==> config.mk <==
export PLATFORM = sky130hd
export DESIGN_NAME = rpn_key_frontend
export DESIGN_NICKNAME = d
export VERILOG_FILES = /design/src/rtl/rpn_key_frontend.sv
export SDC_FILE = /design/constraint.sdc
export NUM_CORES = 1
export LEC_CHECK = 0
export CORE_ASPECT_RATIO = 0.5
export CORE_MARGIN = 1
export CORE_UTILIZATION = 54
export CTS_BUF_LIST = sky130_fd_sc_hd__clkbuf_8
export CTS_CLUSTER_SIZE = 24
export DETAILED_ROUTE_END_ITERATION = 8
export GPL_TIMING_DRIVEN = 0
export PLACE_DENSITY = 0.81
export SETUP_SLACK_MARGIN = 0.02
export SLEW_MARGIN = 20
export SYNTH_ARGS = -nofsm -noshare
export SYNTH_HDL_FRONTEND = slang
export SYNTH_SLANG_ARGS = --single-unit
export TNS_END_PERCENT = 50
==> constraint.sdc <==
create_clock -name clk -period 7.5 [get_ports clk]
set_input_delay 1.5 -clock clk [delete_from_list [all_inputs] [get_ports clk]]
set_output_delay 1.5 -clock clk [all_outputs]
set_load 0.01 [all_outputs]
==> src/rtl/rpn_key_frontend.sv <==
// rpn_key_frontend: conditions the raw KEY/SW inputs of the RPN calculator.
// Synchronises and debounces the keys, turns each clean single-key press into
// one {mode, keycode} + switch-value command, and hands it to the core over
// a valid/ready handshake.
//
// FSM states:
//   state    | meaning
//   ---------+--------------------------------------------------------------
//   IDLE     | no command pending, waiting for a clean single-key press
//   PEND     | command presented on cmd_*, waiting for cmd_ready
//   WAIT_REL | command delivered (or reset seen), waiting for all keys up
module rpn_key_frontend #(
    parameter int DEBOUNCE_CYCLES = 500000,
    parameter int CNT_W           = 20
) (
    input  logic        clk,
    input  logic        rst,
    input  logic [3:0]  key,
    input  logic [1:0]  mode,
    input  logic [15:0] val,
    input  logic        cmd_ready,
    output logic        cmd_valid,
    output logic [3:0]  cmd_op,
    output logic [15:0] cmd_val,
    output logic [3:0]  key_state,
    output logic        cmd_drop
);

    typedef enum logic [1:0] {
        IDLE     = 2'd0,
        PEND     = 2'd1,
        WAIT_REL = 2'd2
    } state_t;

    localparam logic [CNT_W-1:0] CNT_LAST = CNT_W'(DEBOUNCE_CYCLES - 1);

    logic [3:0]       key_s1, key_s2;
    logic [1:0]       mode_s1, mode_s2;
    logic [15:0]      val_s1, val_s2;
    logic [3:0]       deb, deb_q;
    logic [CNT_W-1:0] cnt [4];

    state_t state, state_nxt;
    logic   load_cmd, drop_nxt;
    logic   press_any, one_low;
    logic [1:0] keycode;

    // Two-flop synchronisers; keys reset to 0 so they read as pressed until
    // they debounce to released.
    always_ff @(posedge clk or negedge rst) begin
        if (!rst) begin
            key_s1  <= '0;
            key_s2  <= '0;
            mode_s1 <= '0;
            mode_s2 <= '0;
            val_s1  <= '0;
            val_s2  <= '0;
        end else begin
            key_s1  <= key;
            key_s2  <= key_s1;
            mode_s1 <= mode;
            mode_s2 <= mode_s1;
            val_s1  <= val;
            val_s2  <= val_s1;
        end
    end

    // Per-key debounce: a key must disagree with its debounced value for
    // DEBOUNCE_CYCLES consecutive cycles before the debounced value follows.
    always_ff @(posedge clk or negedge rst) begin
        if (!rst) begin
            deb   <= '0;
            deb_q <= '0;
            for (int i = 0; i < 4; i++) cnt[i] <= '0;
        end else begin
            deb_q <= deb;
            for (int i = 0; i < 4; i++) begin
                if (key_s2[i] != deb[i]) begin
                    if (cnt[i] == CNT_LAST) begin
                        deb[i] <= key_s2[i];
                        cnt[i] <= '0;
                    end else begin
                        cnt[i] <= cnt[i] + 1'b1;
                    end
                end else begin
                    cnt[i] <= '0;
                end
            end
        end
    end

    assign key_state = ~deb;
    assign press_any = |(deb_q & ~deb);
    assign one_low   = $onehot(~deb);

    // Keycode of the single key currently held down.
    always_comb begin
        keycode = 2'b00;
        case (deb)
            4'b0111: keycode = 2'b11;
            4'b1011: keycode = 2'b10;
            4'b1101: keycode = 2'b01;
            default: keycode = 2'b00;
        endcase
    end

    // FSM state register.
    always_ff @(posedge clk or negedge rst) begin
        if (!rst) state <= WAIT_REL;
        else      state <= state_nxt;
    end

    // Next-state logic, command load and drop decisions.
    always_comb begin
        state_nxt = state;
        load_cmd  = 1'b0;
        drop_nxt  = 1'b0;
        unique case (state)
            IDLE: begin
                if (press_any) begin
                    if (one_low) begin
                        load_cmd  = 1'b1;
                        state_nxt = PEND;
                    end else begin
                        drop_nxt = 1'b1;
                    end
                end
            end
            PEND: begin
                // A second press before the first is accepted is lost.
                if (press_any) drop_nxt = 1'b1;
                if (cmd_ready) state_nxt = WAIT_REL;
            end
            WAIT_REL: begin
                if (deb == 4'hF) state_nxt = IDLE;
            end
            default: state_nxt = WAIT_REL;
        endcase
    end

    // Registered command outputs; op/val are frozen while pending.
    always_ff @(posedge clk or negedge rst) begin
        if (!rst) begin
            cmd_valid <= 1'b0;
            cmd_op    <= '0;
            cmd_val   <= '0;
            cmd_drop  <= 1'b0;
        end else begin
            cmd_valid <= (state_nxt == PEND);
            cmd_drop  <= drop_nxt;
            if (load_cmd) begin
                cmd_op  <= {mode_s2, keycode};
                cmd_val <= val_s2;
            end
        end
    end

endmodule

---- Word-level counts from Yosys, hierarchy flattened ----
Cells that the tools add are included.
W data, S select, Z words.
storage, ports and cells
  register bits ........................... 156
  input bits .............................. 25
  output and inout port bits .............. 26
  word-level logic and storage cells ...... 72
cells by class
  add/sub/neg operators ................... 7
  equal/unequal tests ..................... 16
  mux-type cells .......................... 21
  bitwise operators ....................... 2
  reductions and logical operators ........ 6
operators by type and width
  kind                     count
  $mux W20                 8
  $add A20 B1 Y20 const B  4
  $eq A20 B19 Y1 const B   4
  $eq A4 B4 Y1 const B     3
  $pmux W2 S3              2
  $mux W2                  4
  $reduce_and A2 Y1        4
  $mux W1                  6
  $add A1 B1 Y2            2
  $and A4 B4 Y4            1
  $eq A2 B1 Y1 const B     2
  $eq A4 B3 Y1 const B     1
  $ne A1 B1 Y1             4
  $not A4 Y4               1
  $reduce_or A4 Y1         1
  $add A2 B2 Y3            1
  $eq A3 B1 Y1 const B     1
  $eq A2 B2 Y1 const B     1
  $logic_not A2 Y1         1
  $pmux W1 S2              1

---- Logic depth before layout (Yosys ltp) ----
Gate-level depths: netlist of run 1.
  depth in word-level cells ............... 8
  gate-level depth with buffers ........... 8

---- Worst setup path before layout of run 1 ----
OpenSTA, ideal clock, no wires.
  kind .................................... reg2reg
  from .................................... reg deb[0]
  to ...................................... reg cmd_val[0]
  setup time .............................. 125 ps
  arrival time ............................ 2,470 ps
  slack ................................... 4,906 ps
  cell stages (with the launch flop) ...... 9
  path buffers ............................ 1
  cells stage by stage .................... dfrtp_1 > fa_1 > inv_1 > ha_1 > ha_1 > nor4b_1 > nand2_1 > buf_2 > mux2_2
on the way
  longest elaborated chain between the ends .. 7
ends and longest elaborated chain
  element                              line    source
  from (decl)                          40      logic [3:0] deb, deb_q;
  from (signal, indexed assignment)    80      deb[i] <= key_s2[i];
  $not A4 Y4 (*)                       93, 94
  $add A1 B1 Y2 (not written as such)  94      assign one_low = $onehot(~deb);
  $add A2 B2 Y3 (not written as such)  94
  $eq A3 B1 Y1                         94
  $mux W1                              121     if (one_low) begin
  $mux W1 (*)                          120     if (press_any) begin
  $mux W1 (*)                          118     unique case (state)
  to (signal assigned)                 153     cmd_val <= val_s2;
  to (decl)                            24      output logic [15:0] cmd_val,
Mark *: on every way between the ends. The rest lies on a longest branch, timed or not.
A chain may end at the register's enable or synchronous reset.

---- Worst setup path after layout of run 1 ----
  from .................................... reg deb[3]
  to ...................................... out key_state[3]
on the way
  longest elaborated chain between the ends .. 1
ends and longest elaborated chain
  element     line  source
  $not A4 Y4  92    assign key_state = ~deb;
  to (decl)   25    output logic [3:0] key_state,
No other way between the ends.

==> flow_metrics.tcl, run 1 <==
set metrics [dict create \
    timing.final.crit_share 0.443 \
    post_cts_resized 0 \
    wl_per_cell_um 15.1 \
    fin_crit_ps 3320 \
    drt_first_pass_iters 5 \
    postCtsSetupBuffers 0 \
    route.detailed.drc 0 \
    antenna_found_initial 0 \
    vias 4387 \
    worstPathArrival_ps 1820 \
    num-nets-final 659 \
    initial_utilization 0.575 \
    synth_seq_cells 156 \
    die_y_um 79.8 \
    drv_slew 0 \
    std_cell_rows 27 \
    grt_pass1_wl_um 20600 \
    fin_util 0.676 \
    synthCells 555 \
    gp_congestion 0.827 \
    nFillCells 864 \
    cp-end-kind "output pin" \
    numPortBuffers 50 \
    grt.total_usage 0.213 \
    finClkSkew_ps 8.11 \
    tritoncts "built" \
    dpl-instance-area_mm2 0.00727 \
    status "finished, final reports clean" \
    hold_path_class "reg -> reg" \
    core_mm2 0.0114 \
    htree_levels 4 \
    vdd_drop_max_mv 0.115 \
    syn_to_final_growth_pct 17.6 \
    grt_pass1_vias 4358 \
    async_flop_share 1.00 \
    vias_per_cell 5.50 \
    worstSetupStartpointType "flip-flop" \
    synth_ff_type "dfrtp_1" \
    fin_total_pwr_mw 1.58 \
    postLayoutCellArea_mm2 0.00769 \
    dieArea_mm2 0.0126 \
    clk_latency_ps 440 \
    routed_wl_um 12000 \
    post-synth-top-area-fraction 0.593 \
    die_w_um 158 \
    rsz0062_at_grt "false" \
    holdBufCountCts 0 \
    grt_max_degree 95 \
    yosysSeqAreaShare 0.597 \
    place_ws_ps 4540 \
    first_iter_violations 251 \
    whs_ps 352 \
    yosys_warnings 0 \
    syn_area_mm2 0.00654 \
    maxCapViolCount 0 \
    diodes 0 \
    ant_nets 0 \
    drive_gt1_frac 0.141 \
    critPathMaxFanout 6 \
    max_freq_ghz 0.301 \
    io_pins 51 \
    dp_hpwl_um 7970 \
    synth_area_per_cell_um2 11.8 \
    clk_pin_slew_worst_paths_ps 80 \
    setup_violations 0 \
    critPathRequiredTime_ps 6000 \
    yosys.area.top_type "dfrtp_1" \
    setup_ws_ps 4180 \
    cts_buffers 17 \
    grt_overflow 0 \
    p_leak_nw 3.24 \
    root_buffer "clkbuf_8" \
    worst_pin_slew_ps 645 \
    cts_sinks 156 \
    synth_area_leaders "dfrtp_1 59%, xnor2_1 6.4%, nor2_1 4.4%" \
    clk_path_buf_depth 2 \
    synthDistinctLibCells 48 \
    syn_nets 589 \
    slew_headroom 0.568 \
    path_class "reg -> out" \
    synth_edf_count 0 \
    power_density_mw_per_mm2 205 \
    hold_viol_final 0 \
]
==> sequential cells by signal, summed over array words and instances, names as in the netlist <==
signal	cells
cmd_valid	1
val_s2	16
state	2
key_s2	4
key_s1	4
cmd_val	16
mode_s2	2
cmd_drop	1
deb_q	4
cnt	80
val_s1	16
mode_s1	2
cmd_op	4
deb	4
==> metrics by stage <==
stage	instances	TNS (ps)
6_report	797	0
5_1_grt	797	0
4_1_cts	797	0
3_5_place_dp	765	0
3_3_place_gp	764	-170430
2_1_floorplan	555	0
==> worst max-delay path, cell delays in order, from the launching register on <==
cell             delay, ps
dfrtp_1                400
clkbuf_1               320
inv_1                  150
clkdlybuf4s50_1        510
==> cells in the mapped netlist (all sizes together) (3+ instances only) <==
| master | count |
|---|---|
| ha | 8 |
| mux2 | 23 |
| nor4b | 5 |
| a21oi | 13 |
| o21ai | 7 |
| nand2 | 23 |
| and2 | 3 |
| nand3 | 28 |
| dfrtp | 155 |
| buf | 11 |
| xnor2 | 48 |
| nor4 | 19 |
| nor3 | 19 |
| inv | 19 |
| or4 | 9 |
| nand4 | 26 |
| nand2b | 5 |
| mux2i | 3 |
| o31ai | 6 |
| xor2 | 16 |
| or3 | 10 |
| nor2 | 77 |
==> area by class of cell <==
cell class	instances	area [um^2]	share of cell area
sequential	156	3910	0.508
multi-input combinational	367	2480	0.323
timing repair buffer	51	533	0.0693
clock buffer	18	248	0.0322
tap	159	199	0.0259
clock inverter	14	170	0.0221
buffer	13	81.3	0.0106
inverter	19	71.3	0.00927
==> final timing paths <==
check                                to  startpoint  slack [ps]  cells after the start
setup / recovery           key_state[3]      deb[3]        4180                      3
hold / removal               mode_s2[1]  mode_s1[1]         350                      0
setup reg to reg            cmd_val[11]      deb[0]        4500                      8
hold reg to reg              mode_s2[1]  mode_s1[1]         350                      0
max in group asynchronous      state[1]         rst        5720                      2
min in group asynchronous        cnt[9]         rst         980                      1
==> kinds of logic after synthesis <==
logic type      share of synthesized area
compound gates                     0.0361
xor+xnor                           0.0857
simple gates                        0.195
fa+ha+maj                          0.0184
flops                               0.597
buf+inv                            0.0233
mux                                0.0442
==> layer usage <==
layer	share of wire	vias up	track usage
li1	-	2071	-
met1	0.47	2193	0.270
met2	0.48	104	0.357
met3	0.036	19	0.0516
met4	0.014	0	0.0825
met5	0	-	0
==> power breakdown <==
group	switching, mW	total (mW)	internal, mW	leakage (nW)
Sequential	0.0115	0.870	0.858	2.06
Combinational	0.0311	0.0532	0.0221	0.968
Clock	0.315	0.654	0.339	0.207
Total	0.358	1.58	1.22	3.24
==> placed cells by master, fill, tap and decap left out, types with 5 or more instances in the layout <==
cell type / n
clkdlybuf4s50_1: 49
xor2_1: 16
nor3_1: 19
o31ai_1: 5
o21ai_0: 7
nand4_1: 19
nand2_1: 23
dfrtp_1: 155
a21oi_1: 11
nor4b_1: 5
or3_1: 10
buf_2: 7
nor4_1: 18
clkbuf_8: 18
mux2_2: 23
nand2b_1: 5
nand3_1: 26
nor2_1: 77
or4_1: 6
ha_1: 8
nand4_2: 5
inv_1: 20
xnor2_1: 48
(Power assumes the default switching activity.)
==> run 2, diff against run 1 <==
Settings changed: PLACE_DENSITY 0.81 to 0.84.
Clock period 7.5 ns to 3.05 ns, I/O delays scaled along.
==> run 2 against run 1 <==
Compared with the run above:
- critical path depth grew 5
- sequential power grew 150%
- count of clock-buffer cells in the layout shrank 1
- combinational power grew 150%
- critical endpoint is now cmd_op[2]
- largest power group unchanged
==> flow_metrics.tcl, run 2 (synthesized netlist as in run 1, its figures left out) <==
set metrics [dict create \
    layout_common_cells "155 x dfrtp_1, 77 x nor2_1, 49 x clkdlybuf4s50_1" \
    antenna_found_initial 0 \
    drv_slew 0 \
    vias_per_cell 5.48 \
    met2_length_um 6020 \
    htree_levels 4 \
    initial_utilization 0.575 \
    dieArea_mm2 0.0126 \
    path_class "reg -> reg" \
    tritoncts "built" \
    grt_max_degree 90 \
    route.detailed.drc 0 \
    largest_reg_flops 80 \
    grt.total_usage 0.217 \
    regMostFlops "cnt" \
    gp_congestion 0.870 \
    clk_latency_ps 450 \
    clk_path_buf_depth 2 \
    status "finished, final reports clean" \
    cp-end-kind "flip-flop" \
    r2r-start "deb[0]" \
    die_y_um 79.8 \
    regToRegSetupSlack_ps 210 \
    vias 4368 \
    fin_cells 797 \
    cts_buffers 17 \
    root_buffer "clkbuf_8" \
    rsz0062_at_grt "false" \
    nFillCells 835 \
    highest_layer "met4" \
    hold_path_class "in -> async" \
    r2r_end "cmd_op[2]" \
    holdBufCountCts 0 \
    routed_wl_um 12200 \
    worstSetupStartpointType "flip-flop" \
    slew_headroom 0.593 \
    cts_sinks 156 \
    syn_to_final_growth_pct 17.7 \
    first_iter_violations 210 \
    worstPathArrival_ps 3170 \
    std_cell_rows 27 \
    power_density_mw_per_mm2 507 \
    fin_crit_ps 2840 \
    rr_worst_depth 8 \
    drt-met1-wl_um 5520 \
    grt_pass1_vias 4360 \
    drive_gt1_frac 0.146 \
    io_pins 51 \
    core_mm2 0.0114 \
    maxCapViolCount 0 \
    dp_hpwl_um 8100 \
    wl_per_cell_um 15.3 \
    grt_pass1_wl_um 20900 \
    final_common_cell "dfrtp_1" \
    num-nets-final 659 \
    diodes 0 \
    worst_pin_slew_ps 605 \
    routed-wl-met3_um 481 \
    grt_overflow 0 \
    die_w_um 158 \
    hold_viol_final 0 \
    dp_cells 765 \
    drt_first_pass_iters 4 \
    critPathMaxFanout 10 \
    critPathRequiredTime_ps 3380 \
    clk_pin_slew_worst_paths_ps 90 \
    setup_violations 0 \
    ant_nets 0 \
    timing.final.crit_share 0.930 \
    numPortBuffers 50 \
    p_leak_nw 3.23 \
    vdd_drop_max_mv 0.227 \
    postCtsSetupBuffers 0 \
    place_ws_ps -86.1 \
    finClkSkew_ps 11.0 \
    critPathLaunch "deb[0]" \
    max_freq_ghz 0.352 \
    crit_path_end "cmd_op[2]" \
    setup_ws_ps 212 \
]
==> run 2: cell types whose count changed in the layout (fill, tap and decap cells not counted), sizes merged <==
cell / change
clkinv: -2
clkbuf: -1
clkinvlp: +1
inv: +2
==> run 2: cell type report <==
class / count / area, um^2 / area share
timing repair buffer: 51 / 533 / 0.0692
multi-input combinational: 367 / 2490 / 0.324
buffer: 13 / 81.3 / 0.0106
clock inverter: 15 / 186 / 0.0242
clock buffer: 17 / 234 / 0.0304
sequential: 156 / 3910 / 0.507
tap: 159 / 199 / 0.0258
inverter: 19 / 71.3 / 0.00926
==> run 2: report_power, final <==
group	leakage [nW]	total (mW)	internal, mW	switching (mW)
clock network	0.200	1.64	0.822	0.815
logic	0.969	0.132	0.0543	0.0777
registers	2.06	2.14	2.11	0.0279
==> run 2: critical path, cell delays in order (launching register included) <==
cell and delay (ps):
dfrtp_1 500, fa_1 550, inv_1 40, ha_1 170, ha_1 280, nor4b_2 420, nand2_2 190, buf_2 250
mux2_2 310
==> run 2: worst min path at each step <==
stage                          from        end  slack, ps  depth (start not counted)
after global routing            rst     cnt[0]        110                          1
after detailed placement  val_s1[0]  val_s2[0]        330                          0
after global placement    val_s1[5]  val_s2[5]        330                          0
after CTS                       rst     cnt[9]        110                          1
after floorplan                 rst   cmd_drop        310                          0
final                           rst     cnt[1]         70                          1
==> run 2: repair_timing <==
item                                    in CTS  in global routing
gates resized for setup                      1                  1
endpoints found under the setup margin      18                  8
cloned                                       0                  0
endpoints found under the hold margin        0                  0
==> run 2: layer usage <==
layer | vias to the layer above | global-route usage
met5 | - | 0
met4 | 0 | 0.0796
met3 | 17 | 0.0505
met2 | 98 | 0.360
met1 | 2175 | 0.279
li1 | 2078 | -
==> run 2: metrics by stage <==
stage,TNS [ps],utilization,instance area [um^2],power [mW],hold WS [ps]
2_1_floorplan,0,-,6540,2.22,314
3_3_place_gp,-712980,0.636,7240,2.30,331
3_5_place_dp,-1260,0.639,7270,2.31,335
4_1_cts,0,0.676,7700,3.94,105
5_1_grt,0,0.677,7700,4.06,110
6_report,0,0.677,7700,3.91,73.4
==> run 3, diff against run 2 <==
Settings changed: SLEW_MARGIN 20 to 15.
==> results of run 3 <==
No change in the layout: final DEF, timing and power equal those of run 2.
